$ cat config.mk
export PLATFORM = sky130hd
export DESIGN_NAME = cfs_apb_slave_regs
export DESIGN_NICKNAME = d
export VERILOG_FILES = /design/src/rtl/cfs_apb_slave_regs.sv
export SDC_FILE = /design/constraint.sdc
export NUM_CORES = 1
export LEC_CHECK = 0
export ABC_AREA = 1
export ABC_CLOCK_PERIOD_IN_PS = 1900
export CAP_MARGIN = 20
export CORE_MARGIN = 10
export CORE_UTILIZATION = 25
export CTS_CLUSTER_SIZE = 30
export DETAILED_ROUTE_END_ITERATION = 10
export GPL_ROUTABILITY_DRIVEN = 0
export SLEW_MARGIN = 20
export SYNTH_ARGS = -nofsm -noshare
export SYNTH_HDL_FRONTEND = slang
export SYNTH_SLANG_ARGS = --single-unit
$ cat constraint.sdc
create_clock -name pclk -period 1.9 [get_ports pclk]
set_clock_uncertainty 0.2 [all_clocks]
set_input_delay 0.285 -clock pclk [delete_from_list [all_inputs] [get_ports pclk]]
set_output_delay 0.285 -clock pclk [all_outputs]
set_load 0.02 [all_outputs]
$ cat src/rtl/cfs_apb_slave_regs.sv
// cfs_apb_slave_regs
//   APB slave register bank with programmable wait states and error responses.
//   Register map (word aligned byte addresses):
//     0x00 CTRL     RW  [3:0] wait-state count, upper bits read 0
//     0x04 STATUS   RO  [15:0] completed transfers, [31:16] errored transfers
//     0x08 SCRATCH0 RW
//     0x0C SCRATCH1 RW
//     0x10 ID       RO  ID_VALUE
// Ports:
//   pclk, preset_n          clock, synchronous active-low reset
//   psel, penable, paddr,
//   pwrite, pwdata          APB master request
//   pready, prdata, pslverr APB completion response (decoded from registered state)
module cfs_apb_slave_regs #(
  parameter int unsigned ADDR_WIDTH   = 16,
  parameter logic [3:0]  DEFAULT_WAIT = 4'd0,
  parameter logic [31:0] ID_VALUE     = 32'hA5B0_0001
) (
  input  logic                  pclk,
  input  logic                  preset_n,
  input  logic                  psel,
  input  logic                  penable,
  input  logic [ADDR_WIDTH-1:0] paddr,
  input  logic                  pwrite,
  input  logic [31:0]           pwdata,
  output logic                  pready,
  output logic [31:0]           prdata,
  output logic                  pslverr
);

  typedef enum logic {IDLE, ACCESS} state_e;

  localparam logic [ADDR_WIDTH-1:0] A_CTRL     = ADDR_WIDTH'(32'h00);
  localparam logic [ADDR_WIDTH-1:0] A_STATUS   = ADDR_WIDTH'(32'h04);
  localparam logic [ADDR_WIDTH-1:0] A_SCRATCH0 = ADDR_WIDTH'(32'h08);
  localparam logic [ADDR_WIDTH-1:0] A_SCRATCH1 = ADDR_WIDTH'(32'h0C);
  localparam logic [ADDR_WIDTH-1:0] A_ID       = ADDR_WIDTH'(32'h10);

  state_e                state_q, state_d;
  logic [3:0]            cnt_q, cnt_d;
  logic [ADDR_WIDTH-1:0] addr_q, addr_d;
  logic                  write_q, write_d;
  logic [31:0]           wdata_q, wdata_d;
  logic [3:0]            ctrl_q, ctrl_d;
  logic [31:0]           scratch0_q, scratch0_d;
  logic [31:0]           scratch1_q, scratch1_d;
  logic [15:0]           xfer_cnt_q, xfer_cnt_d;
  logic [15:0]           err_cnt_q, err_cnt_d;

  logic        hit;
  logic        err;
  logic [31:0] rd_val;

  // Decode of the captured address; misaligned addresses never match a map entry.
  always_comb begin
    hit    = 1'b1;
    rd_val = '0;
    case (addr_q)
      A_CTRL:     rd_val = {28'd0, ctrl_q};
      A_STATUS:   rd_val = {err_cnt_q, xfer_cnt_q};
      A_SCRATCH0: rd_val = scratch0_q;
      A_SCRATCH1: rd_val = scratch1_q;
      A_ID:       rd_val = ID_VALUE;
      default:    hit    = 1'b0;
    endcase
    err = !hit || (write_q && ((addr_q == A_STATUS) || (addr_q == A_ID)));
  end

  assign pready  = (state_q == ACCESS) && (cnt_q == 4'd0);
  assign pslverr = pready && err;
  assign prdata  = (pready && !write_q && !err) ? rd_val : '0;

  always_comb begin
    state_d    = state_q;
    cnt_d      = cnt_q;
    addr_d     = addr_q;
    write_d    = write_q;
    wdata_d    = wdata_q;
    ctrl_d     = ctrl_q;
    scratch0_d = scratch0_q;
    scratch1_d = scratch1_q;
    xfer_cnt_d = xfer_cnt_q;
    err_cnt_d  = err_cnt_q;

    // A setup phase is accepted in IDLE and, as abort plus restart, in ACCESS.
    if (psel && !penable) begin
      state_d = ACCESS;
      cnt_d   = ctrl_q;
      addr_d  = paddr;
      write_d = pwrite;
      wdata_d = pwdata;
    end else if (state_q == ACCESS) begin
      if (!psel) begin
        state_d = IDLE;
      end else if (cnt_q != 4'd0) begin
        cnt_d = cnt_q - 4'd1;
      end else begin
        state_d = IDLE;
        if (xfer_cnt_q != 16'hFFFF) xfer_cnt_d = xfer_cnt_q + 16'd1;
        if (err) begin
          if (err_cnt_q != 16'hFFFF) err_cnt_d = err_cnt_q + 16'd1;
        end else if (write_q) begin
          case (addr_q)
            A_CTRL:     ctrl_d     = wdata_q[3:0];
            A_SCRATCH0: scratch0_d = wdata_q;
            A_SCRATCH1: scratch1_d = wdata_q;
            default:    ;
          endcase
        end
      end
    end
  end

  always_ff @(posedge pclk) begin
    if (!preset_n) begin
      state_q    <= IDLE;
      cnt_q      <= '0;
      addr_q     <= '0;
      write_q    <= 1'b0;
      wdata_q    <= '0;
      ctrl_q     <= DEFAULT_WAIT;
      scratch0_q <= '0;
      scratch1_q <= '0;
      xfer_cnt_q <= '0;
      err_cnt_q  <= '0;
    end else begin
      state_q    <= state_d;
      cnt_q      <= cnt_d;
      addr_q     <= addr_d;
      write_q    <= write_d;
      wdata_q    <= wdata_d;
      ctrl_q     <= ctrl_d;
      scratch0_q <= scratch0_d;
      scratch1_q <= scratch1_d;
      xfer_cnt_q <= xfer_cnt_d;
      err_cnt_q  <= err_cnt_d;
    end
  end

endmodule
==> out/qor.yml <==
cp_slowest_cell: "dfxtp_2"
dieHeight_um: 190
clk_path_buf_depth: 2
synth-edff-count: 0
cts_root_buffer: "clkbuf_16"
cp-start-kind: "flop"
grtUsageTotal_pct: 12.2
power.density_mw_per_mm2: 689
final_area_mm2: 0.0109
rsz0062_at_grt: "yes"
slew_headroom_pct: 65.3
via_per_inst: 4.36
path_cells: "nor2_2 -> nand2_2 -> nor2_4 -> buf_4 -> nand3_4 -> nand2_4 -> inv_2 -> nand2_4 -> nand3b_1 -> buf_6 -> buf_16 -> nor2_4 -> buf_6"
drv_cap: 0
dpl_cell_area_mm2: 0.00954
grt-ovfl-total: 0
clkSlewWorstSetupHoldPaths_ns: 0.06
dr.pass1.iters: 5
setup_viol: 107
fillers: 2912
drc_errors: 0
synthAdderAreaFrac_pct: 0.693
synth_xor_area_share_pct: 2.18
path_max_fanout: 7
ir_drop_uv: 422
drive_above_1_share_pct: 23.1
synthMuxAreaShare_pct: 0
dp_hpwl_um: 15300
arrival_ns: 2.20
seq_area_frac_synth_pct: 42.7
worstPathRequired_ns: 1.41
routedWlPerCell_um: 13.6
preCtsSetupSlack_ns: -0.775
grt_start_max_net_pins: 75
min_period_ns: 2.69
antenna_found_initial: 0
syn_inst: 1085
crit_buf_inv: 5
grt_pass1_vias: 6806
synth_nets: 1142
yosysUniqueCellTypes: 39
fmax_mhz: 372
fp.dieW_um: 190
cts_inserted_buffers: 17
clock-sinks: 154
drv_slew: 0
async_flop_share_pct: 0
setup_slack_ns: -0.790
start_util_pct: 25.2
synth_compound_area_share_pct: 12.5
p_leak_uw: 0.00455
dp_cells: 1598
worstMarginPinSlew_ns: 0.516
port_buffers: 86
areaGrowthSynthToFinish_pct: 50.3
rows: 62
synth_ff_type: "dfxtp_1"
coreArea_mm2: 0.0286
dieArea_mm2: 0.0361
critPathCaptureType: "primary output"
crit_type: "reg -> out"
finalHoldViolCount: 0
cts_hold_buf: 0
h-tree-depth: 4
clkLatencyLatePin_ns: 0.43
hold_slack_ns: 0.148
synth_area_mm2: 0.00722
synth_top_family_by_area: "simple AND/OR/NAND/NOR gates"
total_power_uw: 7480
cpPeakStageDelay_ns: 0.32
violations: "negative setup slack"
wirelength_um: 22500
tritoncts: "yes"
period_share_pct: 142
stdcell_count: 1653
drt_iter0_drc: 370
ys_ff_latch: 154
min_path_type: "in -> reg"
vias: 7200
yosys.area_share.simple_pct: 33.3
grt_pass1_wl_um: 35500
postSynthAreaPerCell_um2: 6.65
status: "finished with violations"
ant_nets: 0
io_pins: 87
crit_family: "simple AND/OR/NAND/NOR gates"
n_antenna_cell: 0
ys_warn_count: 0
nets: 1313
## synth_stat cells, types with 4 or more instances
master / count / share of area, %
nand4_1: 4 / 0.35
nand3_1: 37 / 2.6
xnor2_1: 5 / 0.61
o22ai_1: 25 / 2.2
xor2_1: 13 / 1.6
nor3_1: 11 / 0.76
ha_1: 4 / 0.69
buf_2: 16 / 1.1
inv_1: 102 / 5.3
clkbuf_1: 37 / 1.9
o221ai_1: 8 / 0.97
nand2_1: 206 / 11
a21oi_1: 55 / 3.8
nor2_1: 311 / 16
o21ai_0: 60 / 4.2
dfxtp_1: 154 / 43
## worst paths after layout
kind | slack, ns | to | cells past startpoint | from
hold / removal | 0.15 | scratch1_q[19]$_SDFFE_PN0P_ | 4 | preset_n
setup reg to reg | -0.25 | scratch1_q[14]$_SDFFE_PN0P_ | 14 | addr_q[11]$_SDFFE_PN0P_
hold reg to reg | 0.28 | cnt_q[3]$_SDFFE_PN0P_ | 2 | cnt_q[3]$_SDFFE_PN0P_
setup / recovery | -0.79 | prdata[21] | 13 | addr_q[11]$_SDFFE_PN0P_
## flip-flops by register name (all words and copies together) (netlist names)
name	count
addr_q	16
cnt_q	4
ctrl_q	4
err_cnt_q	16
scratch0_q	32
scratch1_q	32
state_q	1
wdata_q	32
write_q	1
xfer_cnt_q	16
## metrics by stage
| step | utilization, % | setup TNS, ns |
|---|---|---|
| global placement | 33.3 | -42.52 |
| CTS | 37.2 | -41.89 |
| finish | 37.9 | -34.94 |
| detailed placement | 33.3 | -43.25 |
| global route | 37.9 | -51.76 |
| floorplan | - | -6.94 |
## routing by layer
layer	vias up	part of all wire (%)	GRT usage, %
met5	-	0	0
met4	0	1.7	4.40
met3	19	3.6	2.38
met2	124	47	20.0
met1	3288	47	15.6
li1	3769	-	-
## power breakdown
part | switching (uW) | internal [uW]
clock | 1370 | 2100
combinational | 332 | 311
sequential | 60.7 | 3310
total | 1760 | 5720
## worst min-delay path: cells and delay by family
kind,cells,cell delay (ns)
buffers and inverters,2,0.32
AND/OR/NAND/NOR,2,0.12
## cells by family after synthesis
logic type,Yosys count
fa+ha+maj,4
buf+inv,159
xor+xnor,18
simple gates,589
flops,154
compound gates,161
## cell usage in the layout (no fill, tap or decap), types with 3 or more instances in the layout
cell             count
o221ai_2             3
dfxtp_2              7
clkbuf_16           19
inv_1               99
a21oi_1             45
dfxtp_1            147
buf_6               43
nor3_2               3
o21ai_0             53
a21oi_2             10
o22ai_1             13
inv_2                4
xnor2_1              5
o21ai_1              7
clkinvlp_4           4
nand3_2              3
nor2_4              36
nand2_1            199
nand2_2              8
nand3_1             34
clkbuf_1             4
xor2_1              13
nor2_1             272
o221ai_1             4
buf_12              21
nand4_1              4
buf_4               86
nor3_1               8
bufinv_16            3
nor2_2               6
buf_16               3
clkdlybuf4s50_1     51
o22ai_2             11
## cell type report
class / instances / area [um^2] / share of cell area (%)
Clock buffer: 22 / 454 / 4.19
Clock inverter: 10 / 143 / 1.31
Inverter: 103 / 387 / 3.56
Multi-Input combinational cell: 772 / 4060 / 37.4
Sequential cell: 154 / 3090 / 28.5
Tap cell: 384 / 480 / 4.43
Timing Repair Buffer: 208 / 2240 / 20.6
## repair_timing
action                                 in CTS  in global routing
resized for setup                         246                 45
cloned                                      4                  2
pin swaps                                  20                 30
setup endpoints to repair                 134                134
endpoints found under the hold margin       0                  0
buffers inserted                           16                  5
Note: power is estimated with default switching activity, not from simulation.
